==> config.mk <==
export PLATFORM = sky130hd
export DESIGN_NAME = multicycle_control
export DESIGN_NICKNAME = d
export VERILOG_FILES = /design/src/rtl/rv_ctrl_pkg.sv /design/src/rtl/rv_main_decoder.sv /design/src/rtl/multicycle_control.sv
export SDC_FILE = /design/constraint.sdc
export NUM_CORES = 1
export LEC_CHECK = 0
export BUFFER_PORTS_ARGS = -buffer_cell sky130_fd_sc_hd__buf_2
export CAP_MARGIN = 20
export CORE_MARGIN = 2
export CORE_UTILIZATION = 54
export DETAILED_ROUTE_END_ITERATION = 16
export HOLD_SLACK_MARGIN = 0.12
export PLACE_DENSITY = 0.85
export SLEW_MARGIN = 20
export SYNTH_ARGS = -nofsm -noshare
export SYNTH_HDL_FRONTEND = slang
export SYNTH_HIERARCHICAL = 1
export SYNTH_SLANG_ARGS = --single-unit
export TNS_END_PERCENT = 5
==> constraint.sdc <==
create_clock -name CLK -period 4.9 [get_ports CLK]
set_input_delay 0.98 -clock CLK [delete_from_list [all_inputs] [get_ports CLK]]
set_output_delay 0.98 -clock CLK [all_outputs]
set_load 0.005 [all_outputs]
==> src/rtl/rv_ctrl_pkg.sv <==
// rtl/rv_ctrl_pkg.sv - opcodes, FSM states and datapath select encodings for the multi-cycle controller
package rv_ctrl_pkg;

    localparam logic [6:0] OP_LUI    = 7'b0110111;
    localparam logic [6:0] OP_AUIPC  = 7'b0010111;
    localparam logic [6:0] OP_JAL    = 7'b1101111;
    localparam logic [6:0] OP_JALR   = 7'b1100111;
    localparam logic [6:0] OP_BRANCH = 7'b1100011;
    localparam logic [6:0] OP_LOAD   = 7'b0000011;
    localparam logic [6:0] OP_STORE  = 7'b0100011;
    localparam logic [6:0] OP_IMM    = 7'b0010011;
    localparam logic [6:0] OP_OP     = 7'b0110011;
    localparam logic [6:0] OP_SYSTEM = 7'b1110011;

    typedef enum logic [2:0] {
        ST_IF   = 3'd0,
        ST_ID   = 3'd1,
        ST_EX   = 3'd2,
        ST_MEM  = 3'd3,
        ST_WB   = 3'd4,
        ST_HALT = 3'd5
    } state_t;

    typedef enum logic [3:0] {
        CLS_NONE   = 4'd0,
        CLS_ALU_R  = 4'd1,
        CLS_ALU_I  = 4'd2,
        CLS_LUI    = 4'd3,
        CLS_AUIPC  = 4'd4,
        CLS_LOAD   = 4'd5,
        CLS_STORE  = 4'd6,
        CLS_BRANCH = 4'd7,
        CLS_JAL    = 4'd8,
        CLS_JALR   = 4'd9,
        CLS_ECALL  = 4'd10
    } instr_class_t;

    localparam logic [1:0] SRC_A_RS1  = 2'd0;
    localparam logic [1:0] SRC_A_PC   = 2'd1;
    localparam logic [1:0] SRC_A_ZERO = 2'd2;

    localparam logic [1:0] SRC_B_RS2  = 2'd0;
    localparam logic [1:0] SRC_B_IMM  = 2'd1;
    localparam logic [1:0] SRC_B_FOUR = 2'd2;

    localparam logic [1:0] WB_ALU = 2'd0;
    localparam logic [1:0] WB_MEM = 2'd1;
    localparam logic [1:0] WB_PC4 = 2'd2;

    localparam logic [2:0] IMM_I = 3'd0;
    localparam logic [2:0] IMM_S = 3'd1;
    localparam logic [2:0] IMM_B = 3'd2;
    localparam logic [2:0] IMM_U = 3'd3;
    localparam logic [2:0] IMM_J = 3'd4;

    // Low four byte lanes for a B/H/W access; upper lanes of wider datapaths stay 0.
    function automatic logic [3:0] be_from_funct3(input logic [2:0] f3);
        case (f3[1:0])
            2'b00:   be_from_funct3 = 4'b0001;
            2'b01:   be_from_funct3 = 4'b0011;
            2'b10:   be_from_funct3 = 4'b1111;
            default: be_from_funct3 = 4'b0000;
        endcase
    endfunction

endpackage

==> src/rtl/rv_main_decoder.sv <==
// rtl/rv_main_decoder.sv - combinational opcode/funct3 to instruction class, immediate format, byte enables
module rv_main_decoder
    import rv_ctrl_pkg::*;
#(
    parameter int DATA_W = 32
) (
    input  logic [6:0]          opcode,
    input  logic [2:0]          funct3,
    output instr_class_t        cls,
    output logic [2:0]          imm_sel,
    output logic [DATA_W/8-1:0] be,
    output logic                legal
);

    localparam int BE_W = DATA_W / 8;

    always_comb begin
        cls     = CLS_NONE;
        imm_sel = IMM_I;
        legal   = 1'b1;
        case (opcode)
            OP_OP:     cls = CLS_ALU_R;
            OP_IMM:    cls = CLS_ALU_I;
            OP_LUI: begin
                cls     = CLS_LUI;
                imm_sel = IMM_U;
            end
            OP_AUIPC: begin
                cls     = CLS_AUIPC;
                imm_sel = IMM_U;
            end
            OP_LOAD: begin
                cls   = CLS_LOAD;
                legal = funct3 inside {3'b000, 3'b001, 3'b010, 3'b100, 3'b101};
            end
            OP_STORE: begin
                cls     = CLS_STORE;
                imm_sel = IMM_S;
                legal   = funct3 inside {3'b000, 3'b001, 3'b010};
            end
            OP_BRANCH: begin
                cls     = CLS_BRANCH;
                imm_sel = IMM_B;
            end
            OP_JAL: begin
                cls     = CLS_JAL;
                imm_sel = IMM_J;
            end
            OP_JALR:   cls = CLS_JALR;
            OP_SYSTEM: cls = CLS_ECALL;
            default:   legal = 1'b0;
        endcase
    end

    assign be = BE_W'(be_from_funct3(funct3));

endmodule

==> src/rtl/multicycle_control.sv <==
// rtl/multicycle_control.sv - RV32I multi-cycle main control FSM with memory watchdog; CTRL_PERF_CNT_EN adds perf counters
module multicycle_control
    import rv_ctrl_pkg::*;
#(
    parameter int DATA_W   = 32,
    parameter int WAIT_MAX = 255
`ifdef CTRL_PERF_CNT_EN
    ,
    parameter int CNT_W    = 32
`endif
) (
    input  logic                CLK,
    input  logic                RSTn,
    input  logic [6:0]          opcode,
    input  logic [2:0]          funct3,
    input  logic                branch_taken,
    input  logic                i_mem_ack,
    input  logic                d_mem_ack,
    output logic                i_mem_req,
    output logic                d_mem_req,
    output logic                d_mem_we,
    output logic [DATA_W/8-1:0] D_MEM_BE,
    output logic                pc_write,
    output logic                ir_write,
    output logic                reg_write,
    output logic [1:0]          alu_src_a,
    output logic [1:0]          alu_src_b,
    output logic [1:0]          wb_sel,
    output logic [2:0]          imm_sel,
    output logic [6:0]          alu_op,
    output logic                halted,
    output logic                illegal,
    output logic                mem_err
`ifdef CTRL_PERF_CNT_EN
    ,
    output logic [CNT_W-1:0]    cycle_cnt,
    output logic [CNT_W-1:0]    instret_cnt
`endif
);

    localparam int BE_W = DATA_W / 8;
    localparam int WD_W = $clog2(WAIT_MAX + 1);
    // Request cycle number WAIT_MAX (1-based) is the last one allowed to see its ack.
    localparam logic [WD_W-1:0] WD_LAST = WD_W'(WAIT_MAX - 1);

    state_t            state;
    state_t            nxt;
    logic [WD_W-1:0]   wait_cnt;
    logic              wait_active;
    logic              cur_ack;
    logic              wd_expire;
    logic              set_illegal;
    logic              set_mem_err;
    instr_class_t      cls;
    logic [2:0]        dec_imm;
    logic [BE_W-1:0]   dec_be;
    logic              dec_legal;

    rv_main_decoder #(.DATA_W(DATA_W)) u_dec (
        .opcode  (opcode),
        .funct3  (funct3),
        .cls     (cls),
        .imm_sel (dec_imm),
        .be      (dec_be),
        .legal   (dec_legal)
    );

    assign wait_active = (state == ST_IF) || (state == ST_MEM);
    assign cur_ack     = (state == ST_IF) ? i_mem_ack : d_mem_ack;
    assign wd_expire   = wait_active && !cur_ack && (wait_cnt == WD_LAST);

    always_ff @(posedge CLK) begin
        if (!RSTn) state <= ST_IF;
        else       state <= nxt;
    end

    always_comb begin
        nxt         = state;
        set_illegal = 1'b0;
        set_mem_err = 1'b0;
        case (state)
            ST_IF: begin
                if (i_mem_ack) begin
                    nxt = ST_ID;
                end else if (wd_expire) begin
                    nxt         = ST_HALT;
                    set_mem_err = 1'b1;
                end
            end
            ST_ID: begin
                if (!dec_legal) begin
                    nxt         = ST_HALT;
                    set_illegal = 1'b1;
                end else if (cls == CLS_ECALL) begin
                    nxt = ST_HALT;
                end else begin
                    nxt = ST_EX;
                end
            end
            ST_EX: begin
                case (cls)
                    CLS_LOAD, CLS_STORE: nxt = ST_MEM;
                    CLS_BRANCH:          nxt = ST_IF;
                    default:             nxt = ST_WB;
                endcase
            end
            ST_MEM: begin
                if (d_mem_ack) begin
                    nxt = (cls == CLS_STORE) ? ST_IF : ST_WB;
                end else if (wd_expire) begin
                    nxt         = ST_HALT;
                    set_mem_err = 1'b1;
                end
            end
            ST_WB:   nxt = ST_IF;
            ST_HALT: nxt = ST_HALT;
            default: nxt = ST_HALT;
        endcase
    end

    // Watchdog counts unacked request cycles; any state change clears it for the next request.
    always_ff @(posedge CLK) begin
        if (!RSTn) begin
            wait_cnt <= '0;
            illegal  <= 1'b0;
            mem_err  <= 1'b0;
        end else begin
            if (wait_active && !cur_ack && (nxt == state)) wait_cnt <= wait_cnt + 1'b1;
            else                                            wait_cnt <= '0;
            if (set_illegal) illegal <= 1'b1;
            if (set_mem_err) mem_err <= 1'b1;
        end
    end

    always_comb begin
        i_mem_req = 1'b0;
        d_mem_req = 1'b0;
        d_mem_we  = 1'b0;
        D_MEM_BE  = '0;
        pc_write  = 1'b0;
        ir_write  = 1'b0;
        reg_write = 1'b0;
        alu_src_a = SRC_A_RS1;
        alu_src_b = SRC_B_RS2;
        wb_sel    = WB_ALU;
        imm_sel   = IMM_I;
        alu_op    = 7'd0;
        halted    = (state == ST_HALT);
        if (RSTn) begin
            case (state)
                ST_IF: begin
                    i_mem_req = 1'b1;
                    alu_src_a = SRC_A_PC;
                    alu_src_b = SRC_B_FOUR;
                    ir_write  = i_mem_ack;
                    pc_write  = i_mem_ack;
                end
                ST_ID: imm_sel = dec_imm;
                ST_EX: begin
                    imm_sel = dec_imm;
                    alu_op  = opcode;
                    case (cls)
                        CLS_ALU_R, CLS_BRANCH: begin
                            alu_src_a = SRC_A_RS1;
                            alu_src_b = SRC_B_RS2;
                        end
                        CLS_LUI: begin
                            alu_src_a = SRC_A_ZERO;
                            alu_src_b = SRC_B_IMM;
                        end
                        CLS_AUIPC, CLS_JAL: begin
                            alu_src_a = SRC_A_PC;
                            alu_src_b = SRC_B_IMM;
                        end
                        default: begin
                            alu_src_a = SRC_A_RS1;
                            alu_src_b = SRC_B_IMM;
                        end
                    endcase
                    if (cls == CLS_BRANCH) pc_write = branch_taken;
                end
                ST_MEM: begin
                    d_mem_req = 1'b1;
                    d_mem_we  = (cls == CLS_STORE);
                    D_MEM_BE  = dec_be;
                    imm_sel   = dec_imm;
                    alu_src_b = SRC_B_IMM;
                end
                ST_WB: begin
                    reg_write = 1'b1;
                    case (cls)
                        CLS_LOAD: wb_sel = WB_MEM;
                        CLS_JAL, CLS_JALR: begin
                            wb_sel   = WB_PC4;
                            pc_write = 1'b1;
                        end
                        default: wb_sel = WB_ALU;
                    endcase
                end
                default: ;
            endcase
        end
    end

`ifdef CTRL_PERF_CNT_EN
    always_ff @(posedge CLK) begin
        if (!RSTn) begin
            cycle_cnt   <= '0;
            instret_cnt <= '0;
        end else begin
            if (state != ST_HALT) cycle_cnt <= cycle_cnt + 1'b1;
            if ((nxt == ST_IF) && ((state == ST_EX) || (state == ST_MEM) || (state == ST_WB)))
                instret_cnt <= instret_cnt + 1'b1;
        end
    end
`endif

endmodule

After elaboration in Yosys (flattened, before gate mapping)
Cells that the tools add are included.
Operators by class
  add/subtract/negate cells: 1
  equal/unequal tests: 32
  muxes and demuxes: 48
  reductions and logical operators: 18
Operators with widths (number)
  case mux 4 bit (10 select lines): 1
  == test 7 bit (second input constant): 4
  two-way mux 3 bit: 8
  == test 7 x 6 -> 1 bit (second input constant): 3
  two-way mux 1 bit: 20
  == test 4 x 3 -> 1 bit (second input constant): 4
  case mux 3 bit (5 select lines): 1
  == test 7 x 5 -> 1 bit (second input constant): 2
  two-way mux 7 bit: 2
  == test 3 bit (second input constant): 4
  == test 4 bit (second input constant): 3
  case mux 2 bit (2 select lines): 3
  case mux 3 bit (4 select lines): 1
  case mux 4 bit (3 select lines): 1
  OR reduction 2 bit: 5
  == test 3 x 2 -> 1 bit (second input constant): 3
  adder 8 x 1 -> 8 bit (second input constant): 1
  == test 8 bit (second input constant): 1
  two-way mux 2 bit: 4
  two-way mux 4 bit: 2
  OR reduction 8 bit: 1
  == test 7 x 2 -> 1 bit (second input constant): 1
  == test 3 x 1 -> 1 bit (second input constant): 2
  logical NOT 3 bit: 2
  17 further kinds: 20
Word-level totals
  register bits: 13
  bits of input ports: 15
  output and inout port bits: 29
  logic and storage cells: 103

Longest topological paths before layout
Gate-level depths: netlist of the first run.
  word-level depth: 11
  gate-level depth with buffers: 10
  depth with buffers taken out: 9

Hierarchy
Netlist of the first run, hierarchy kept.
Modules (own cells, without submodules)
  multicycle_control: times used 1, cells an instance 131, area each 993.5 µm²
  rv_main_decoder: times used 1, cells an instance 42, area each 301.5 µm²

Worst setup path before layout of the first run
No wires, ideal clock.
  kind: input to output
  start point: input opcode[6]
  end point: output alu_src_a[0]
  arrival time: 2.408 ns
  slack: 1.512 ns
  cell stages on the path: 7
  path buffers: 1
  cells stage by stage: buf_2 -> nor2b_4 -> nand3b_1 -> a21oi_1 -> and2b_1 -> o21ai_1 -> a2111oi_0
Between the ends
  word-level cells in the longest chain between the ends: 7
  elaborated cells between the ends (all ways): 18
  classes of those cells: eq/ne: 13; mux: 4; reduce/logical: 1
Ends and longest elaborated chain
  from (decl): line multicycle_control.sv:14  | input logic [6:0] opcode,
  == test 7 bit, or another cell as far along: line rv_main_decoder.sv:21  | case (opcode)
  case mux 4 bit (10 select lines) *: line rv_main_decoder.sv:21
  net cls[2]: line multicycle_control.sv:54  | instr_class_t cls;
  == test 4 bit or == test 4 x 3 -> 1 bit (tied branches): line multicycle_control.sv:162  | case (cls)
  OR reduction 2 bit: line multicycle_control.sv:162
  case mux 2 bit (2 select lines) *: line multicycle_control.sv:162
  case mux 2 bit (2 select lines) *: line multicycle_control.sv:150  | case (state)
  two-way mux 2 bit *: line multicycle_control.sv:149  | if (RSTn) begin
  to (decl): line multicycle_control.sv:26  | output logic [1:0] alu_src_a,
The timed path passes the listed nets; every way through them passes the cells marked *.

Worst setup path after layout of the first run
  start point: input opcode[4]
  end point: output alu_src_a[0]
The elaborated chain is that of the path after synthesis.

==> results.tsv, run 1 <==
metric	value	unit
setup_tns	0	ps
cts_tree	done	
period_needed	3805	ps
antenna_found_initial	0	
synth_compound_area_frac	0.2106	
syn_area_per_cell	7.486	um^2
dp_hpwl	2562	um
hold_path.class	reg -> reg	
cap_violations	0	
viasPerCell	5.866	
p_seq_frac	0.482	
min_path_cells	1	
ctsHoldBuffers	0	
drc	0	
p_sw	77.63	uW
nNetsFinal	232	
die_h	52.97	um
pre_cts_ws	1138	ps
p_int	166.1	uW
synthMuxAreaShare	0.007729	
rows	17	
synthTopCellsByCount	nor2_1 (24), and2_1 (15), dfxtp_1 (13), inv_1 (9), nor2b_1 (8)	
antenna_left	0	
synth-main-ff-cell	dfxtp_1	
rsz0062_at_grt	false	
cp_common_cell	buf_2	
grt_overflow	0	
area_growth	16.43	%
synth_top_area_frac	0.2010	
tightest_slew	737.0	ps
power_frac_clock	0.279	
crit_fanout	9	
insertion_delay	280	ps
grt.total_usage	0.2578	
path_clk_slew	80	ps
synth_top_cell_by_area	dfxtp_1	
slew_headroom	0.5057	
endpoint_kind	primary output	
synth_xor_area_frac	0.06087	
asyncSetResetFlopFracSynth	0	
final_area	0.001508	mm^2
max_freq	262.8	MHz
critical_path_arrival	2830	ps
routed_wl	3261	um
synth_adder_area_share	0.05797	
final_layout_size_suffix_gt1_frac	0.2524	
cp_slowest_stage_delay	430	ps
start_kind	input port	
synthTopCellsByArea	dfxtp_1 (20%), and2_1 (7.2%), nor2_1 (7.0%)	
synth_top_family_by_area	simple AND/OR/NAND/NOR gates	
cts_buffers	3	
synth_most_common_cell	nor2_1	
slew_violations	0	
fillers	206	
root_buffer	clkbuf_4	
crit_required	3920	ps
grt_max_degree	17	
final_hold_viol_count	0	
setup_viol	0	
yosys.area_share.simple	0.3865	
yosysSeqAreaShare	0.2010	
p_sw_frac	0.3185	
synth_area	0.001295	mm^2
vias	1396	
crit_family	compound AO/OA/AOI/OAI gates	
firstDrtPassIters	4	
status	complete, no violations	
grt_pass1_vias	1224	
path_cells	buf_2 -> nor2b_4 -> nand3b_1 -> a21oi_1 -> and2b_1 -> o21ai_1 -> a2111oi_0 -> buf_2	
period_share	0.7766	
syn_inst	173	
place_area	0.001481	mm^2
setup_ws	1095	ps
power_density	161.6	mW/mm^2
grt_pass1_wl	5292	um
clk_path_buf_depth	2	
numPortBuffers	43	
ios	44	
ys_ff_latch	13	
place_congestion	0.9131	
post-cts-setup-buffers	0	
synth_nets	194	
critPathKind	in -> out	
initial_core_util	0.5798	
synth_edf_count	0	
irDropWorstVdd	0.1402	mV
r2r_cells	4	
combPwrFrac	0.239	
p_leak	0.6965	nW
cpMaxStageDelayCell	a2111oi_0	
p_total	243.7	uW
yosysWarnings	6	
crit_cells	8	
dieWidth	52.97	um
drt_iter0_markers	43	
synth.distinct_cells	46	
finClkSkew	2.215	ps
cts_max_level	1	
coreArea	0.002233	mm^2
critPathBufInv	2	
numClockSinks	13	
dieArea	0.002806	mm^2
avgRoutedWirePerCell	13.70	um
diodes	0	
cts.repair.resized	0	
## area by class of cell
| type | count | area (um^2) | share of cell area |
|---|---|---|---|
| multi-input cells | 141 | 937.1 | 0.6216 |
| inverters | 9 | 33.78 | 0.02241 |
| clock buffers | 4 | 26.28 | 0.01743 |
| flip-flops and latches | 13 | 260.3 | 0.1726 |
| well taps | 28 | 35.03 | 0.02324 |
| repair buffers | 43 | 215.2 | 0.1427 |
## placed cells by master (no fill, tap or decap), drive strengths merged, types with 2 or more instances in the layout
cell type,n
clkbuf,4
nand3b,4
and2,15
nand2,7
a21oi,4
o21ai,7
nand4b,2
a31oi,4
xnor2,4
o311a,2
nor2,24
dfxtp,13
nand3,5
nand4,2
nor2b,9
a211oi,6
nor3,6
inv,9
buf,43
nand2b,5
xor2,5
ha,6
and3,5
## metal layers
metal | part of all wire | routed length (um) | GRT usage
met5 | 0 | 0 | 0
met1 | 0.40 | 1298 | 0.2806
met2 | 0.51 | 1656 | 0.4708
met4 | 0.017 | 54 | 0.1154
met3 | 0.077 | 252 | 0.05650
## stage by stage
step / hold slack [ps] / util / std cells
2_1_floorplan: 429.7 / - / 173
3_3_place_gp: 440.3 / 0.6633 / 234
3_5_place_dp: 450.4 / 0.6633 / 234
4_1_cts: 469.3 / 0.6751 / 238
5_1_grt: 507.0 / 0.6751 / 238
6_report: 462.3 / 0.6751 / 238
## registers in the layout, summed over array words and instances (netlist names)
name      flops
illegal       1
mem_err       1
state         3
wait_cnt      8
## cells by family (layout without fill, tap and decap cells)
family | after synthesis | after routing
multiplexers | 1 | 1
AO/OA/AOI/OAI | 36 | 36
adder cells (fa/ha/maj) | 6 | 6
AND/OR/NAND/NOR | 89 | 89
buffers and inverters | 19 | 56
XOR/XNOR | 9 | 9
flip-flops | 13 | 13
## power groups by stage
stage | Sequential (mW) | Clock, mW | Combinational (mW)
floorplan | 0.115 | 0 | 0.0448
global placement | 0.119 | 0 | 0.0554
detailed placement | 0.119 | 0 | 0.0578
CTS | 0.117 | 0.0698 | 0.0580
global route | 0.118 | 0.0733 | 0.0661
finish | 0.117 | 0.0680 | 0.0583
## final timing paths
path	slack [ps]	from	end
max	1090	opcode[4]	alu_src_a[0]
min	460	wait_cnt[0]	wait_cnt[0]
max reg2reg	3150	state[0]	wait_cnt[6]
min reg2reg	460	wait_cnt[0]	wait_cnt[0]
No activity file was read; power rests on OpenSTA's default activity.
==> run 2, diff against run 1 <==
Settings changed: ABC_AREA set to 1, CORE_UTILIZATION 54 to 46, PLACE_DENSITY 0.85 to 0.76.
Clock period 4.9 ns to 3.3 ns, I/O delays scaled along.
==> results.tsv, run 2 <==
metric	value	unit	change
status	complete, no violations		
path_cells	buf_2 -> nand2_1 -> nor2_1 -> nand2_1 -> nand3_2 -> inv_1 -> nor2_1 -> inv_1 -> nor4_1 -> buf_2		
dieWidth	58.53	um	+10%
syn_inst	232		+34%
period_share	0.8633		
initial_core_util	0.4917		-0.08815
synth_area	0.001368	mm^2	+5.6%
grt_pass1_wl	5492	um	+3.8%
largestRegisters	wait_cnt (8), state (3)		
crit_fanout	4		-5
antenna_left	0		unchanged
drt_iter0_markers	53		+23%
syn_area_per_cell	5.895	um^2	-21%
hold_path.class	reg -> reg		
synthTopCellsByArea	dfxtp_1 (19%), nand2_1 (13%), nor2_1 (12%)		
cts.repair.resized	0		unchanged
clk_path_buf_depth	2		unchanged
synth-main-ff-cell	dfxtp_1		
crit_family	simple AND/OR/NAND/NOR gates		
place_congestion	0.9113		-0.20%
cpMaxStageDelayCell	nor4_1		
start_kind	input port		
final_layout_size_suffix_gt1_frac	0.2909		+0.03853
dieArea	0.003425	mm^2	+22%
fillers	298		+45%
vias	1523		+9.1%
setup_tns	0	ps	unchanged
power_density	241.8	mW/mm^2	+50%
crit_required	2640	ps	-1280 ps
grt_pass1_vias	1274		+4.1%
multi_input_area	930.9	um^2	-0.67%
yosysWarnings	6		unchanged
ys_ff_latch	13		unchanged
slew_violations	0		unchanged
synth.distinct_cells	27		-41%
synthTopCellsByCount	nand2_1 (49), nor2_1 (43), inv_1 (34), nand3_1 (17), dfxtp_1 (13)		
setup_viol	0		unchanged
synth_top_area_frac	0.1903		-0.01066
finClkSkew	2.479	ps	+0.2640 ps
path_clk_slew	80	ps	about the same
tightest_slew	479.1	ps	-257.9 ps
root_buffer	clkbuf_4		
final_common_cell	nand2_1		
rows	19		+2
period_needed	2849	ps	
dp_hpwl	2626	um	+2.5%
numPortBuffers	43		unchanged
ios	44		unchanged
routed_wl	3194	um	-2.1%
final_cell_mix	nand2_1 (49), nor2_1 (43), buf_2 (43)		
synth_nets	253		+30%
diodes	0		unchanged
grt.total_usage	0.1985		-0.05930
numClockSinks	13		unchanged
asyncSetResetFlopFracSynth	0		unchanged
cts_buffers	3		unchanged
regArea	260.3	um^2	unchanged
cap_violations	0		unchanged
p_total	392.1	uW	+61%
rsz0062_at_grt	false		
avgRoutedWirePerCell	10.44	um	-24%
final_hold_viol_count	0		unchanged
synth_most_common_cell	nand2_1		
cts_tree	done		
critPathKind	in -> out		
ctsHoldBuffers	0		unchanged
endpoint_kind	primary output		
irDropWorstVdd	0.2780	mV	+98%
p_leak	0.8857	nW	+27%
coreArea	0.002781	mm^2	+25%
yosysSeqAreaShare	0.1903		-0.01066
antenna_found_initial	0		unchanged
viasPerCell	4.977		-15%
post-cts-setup-buffers	0		unchanged
die_h	58.53	um	+10%
insertion_delay	280	ps	about the same
cts_max_level	1		unchanged
max_freq	351.0	MHz	
nNetsFinal	297		+28%
synth_top_cell_by_area	dfxtp_1		
drc	0		unchanged
critPathBufInv	4		+2
firstDrtPassIters	4		unchanged
grt_overflow	0		unchanged
top_register	wait_cnt		
slew_headroom	0.6802		+0.1745
largest_reg_flops	8		unchanged
critical_path_arrival	2190	ps	-640 ps
synth_edf_count	0		unchanged
cp_slowest_stage_delay	290	ps	-140 ps
grt_max_degree	17		unchanged
area_growth	18.57	%	
run 2: changes by cell type in the layout (fill, tap and decap cells not counted), moves of 5 or more:
cell	before	now
nand3_1	5	17
inv_1	9	34
nand2b_1	5	0
nor2b_1	8	0
nor2_1	24	43
nand2_1	7	49
nor2_2	0	11
inv_2	0	6
nand2_2	0	8
and2_1	15	0
run 2: worst reg2reg max path, cell delays in order (launching register included):
cell	delay [ps]
dfxtp_1	600
inv_2	140
nand3_1	170
nor2_1	80
nor2_1	190
nand4_1	120
nand2_1	130
nand4_4	190
nor2_2	140
run 2: kinds of logic after synthesis:
| group | synth area share |
|---|---|
| DFF | 0.1903 |
| adders and majority gates | 0.05489 |
| buffers and inverters | 0.1290 |
| AOI/OAI and AO/OA | 0.05856 |
| xor gates and xnor gates | 0.03843 |
| and+or+nand+nor | 0.5288 |
run 2: final timing paths:
| kind | slack, ps | startpoint | endpoint | cells past startpoint |
|---|---|---|---|---|
| min | 470 | illegal | illegal | 2 |
| min reg2reg | 470 | illegal | illegal | 2 |
| max | 450 | opcode[1] | wb_sel[1] | 10 |
| max reg2reg | 1490 | state[2] | wait_cnt[0] | 8 |
run 2: power by group:
| part | internal [mW] | total, mW | switching [mW] |
|---|---|---|---|
| clock network | 0.0469 | 0.0999 | 0.0530 |
| logic | 0.0428 | 0.118 | 0.0757 |
| registers | 0.163 | 0.174 | 0.0111 |
| total | 0.252 | 0.392 | 0.140 |
run 2: per-stage QoR:
step / std cells / hold WS (ps) / setup WS [ps] / utilization / cell area (um^2)
2_1_floorplan: 232 / 439.0 / 866.2 / - / 1368
3_3_place_gp: 302 / 443.5 / 510.0 / 0.5735 / 1595
3_5_place_dp: 302 / 453.3 / 473.2 / 0.5735 / 1595
4_1_cts: 306 / 472.1 / 462.7 / 0.5830 / 1622
5_1_grt: 306 / 524.5 / 248.4 / 0.5830 / 1622
6_report: 306 / 469.2 / 451.0 / 0.5830 / 1622
run 2: final cells by class:
type                       instances  share of cell area
multi-input combinational        175              0.5741
sequential                        13              0.1605
timing repair buffer              43              0.1327
inverter                          40             0.09259
tap                               31             0.02392
clock buffer                       4             0.01620
run 2: metal layers:
| metal | wire length (um) | global-route usage | vias up |
|---|---|---|---|
| met3 | 185 | 0.02198 | 5 |
| li1 | - | - | 811 |
| met5 | 0 | 0 | - |
| met1 | 1563 | 0.2774 | 661 |
| met2 | 1419 | 0.3242 | 46 |
| met4 | 26 | 0.05316 | 0 |
==> run 3, diff against run 2 <==
Settings changed: CELL_PAD_IN_SITES_DETAIL_PLACEMENT set to 0, CELL_PAD_IN_SITES_GLOBAL_PLACEMENT set to 1, CORE_UTILIZATION 46 to 30, PLACE_DENSITY 0.76 to not set, PLACE_DENSITY_LB_ADDON set to 0.1.
==> results.tsv, run 3 (same netlist as run 2, synthesis figures left out) <==
metric	value	unit	change
crit_required	2640	ps	about the same
tightest_slew	508.6	ps	+29.48 ps
power_density	261.8	mW/mm^2	+8.3%
grt_max_degree	17		unchanged
whs	459.5	ps	-9.751 ps
cts_max_level	1		unchanged
fin_util	0.3801		-0.2029
critical_path_arrival	2230	ps	+40 ps
routed_wl	3523	um	+10%
final_area	0.001667	mm^2	+2.8%
critPathKind	in -> out		
grt_overflow	0		unchanged
place_area	0.001622	mm^2	+1.6%
final_cell_mix	nand2_1 (49), nor2_1 (43), buf_2 (43)		
post-cts-setup-buffers	0		unchanged
p_leak	0.8935	nW	+0.88%
grt_pass1_vias	1361		+6.8%
drt_iter0_markers	73		+38%
viasPerCell	4.569		-8.2%
start_kind	input port		
grt_pass1_wl	5913	um	+7.7%
largest_reg_flops	8		unchanged
period_share	0.8767		+0.01337
final_common_cell	nand2_1		
rows	24		+5
status	complete, no violations		
numPortBuffers	43		unchanged
cts_tree	done		
drc	0		unchanged
clk_path_buf_depth	2		unchanged
slew_headroom	0.6605		-0.01968
period_needed	2893	ps	+44.13 ps
path_clk_slew	60	ps	-20 ps
root_buffer	clkbuf_8		
largestRegisters	wait_cnt (8), state (3)		
endpoint_kind	primary output		
ios	44		unchanged
initial_core_util	0.3119		-0.1797
final_layout_size_suffix_gt1_frac	0.2909		unchanged
die_h	71.52	um	+22%
setup_tns	0	ps	unchanged
dp_hpwl	2879	um	+9.6%
cap_violations	0		unchanged
antenna_left	0		unchanged
setup_viol	0		unchanged
grt.total_usage	0.1406		-0.05789
final_hold_viol_count	0		unchanged
antenna_found_initial	0		unchanged
cts_buffers	3		unchanged
slew_violations	0		unchanged
hold_path.class	reg -> reg		
avgRoutedWirePerCell	10.77	um	+3.2%
insertion_delay	240	ps	-40 ps
crit_fanout	8		+4
dieArea	0.005114	mm^2	+49%
firstDrtPassIters	5		+1
vias	1494		-1.9%
rsz0062_at_grt	false		
top_register	wait_cnt		
fillers	506		+70%
cts.repair.resized	0		unchanged
dp.cells	323		+7.0%
area_growth	21.87	%	
coreArea	0.004384	mm^2	+58%
irDropWorstVdd	0.2340	mV	-16%
max_freq	345.6	MHz	-1.5%
finClkSkew	5.433	ps	+2.955 ps
diodes	0		unchanged
ctsHoldBuffers	0		unchanged
nNetsFinal	297		unchanged
final_cell_count_no_fill	327		+6.9%
place_congestion	0.8009		-12%
numClockSinks	13		unchanged
dieWidth	71.52	um	+22%
[run 3: cell counts in the layout (fill, tap and decap cells not counted)]
Identical to the previous run, type by type.
[run 3: power breakdown]
group	internal, mW	switching [mW]
combinational	0.0427	0.0768
sequential	0.163	0.0114
clock	0.0852	0.0572
total	0.291	0.145
[run 3: stage by stage]
stage / power, mW / setup slack, ps
after global placement: 0.2992 / 372.6
after floorplan: 0.2600 / 866.2
after detailed placement: 0.2973 / 390.1
final: 0.4363 / 406.9
after global routing: 0.4686 / 147.0
after CTS: 0.4428 / 388.4
[run 3: final cells by class]
class,count,area [um^2],area share
flip-flops and latches,13,260.3,0.1562
multi-input cells,175,930.9,0.5586
repair buffers,43,215.2,0.1291
well taps,52,65.06,0.03904
inverters,40,150.1,0.09009
clock buffers,4,45.04,0.02703
[run 3: worst paths after layout]
| kind | slack (ps) | cells after the start | endpoint | from |
|---|---|---|---|---|
| min reg2reg | 460 | 2 | mem_err | mem_err |
| max reg2reg | 1500 | 8 | wait_cnt[3] | state[2] |
| max | 410 | 13 | pc_write | opcode[3] |
| min | 460 | 2 | mem_err | mem_err |
[run 3: worst max-delay path: stages]
cell and delay [ps]:
buf_2 110, inv_1 60, nand2_1 80, nor2_4 170
nand3_1 120, nand3_1 170, inv_1 90, nor2_2 190
nand3_1 130, o21ai_0 190, a31oi_1 60, nor2_1 90
buf_2 120
[run 3: per-layer routing]
layer  up-vias  part of all wire  GRT usage
met5         -                 0          0
met1       640              0.51     0.2024
met3         2             0.060    0.02954
li1        814                 -          -
met2        38              0.43     0.2222
met4         0            0.0026    0.01887
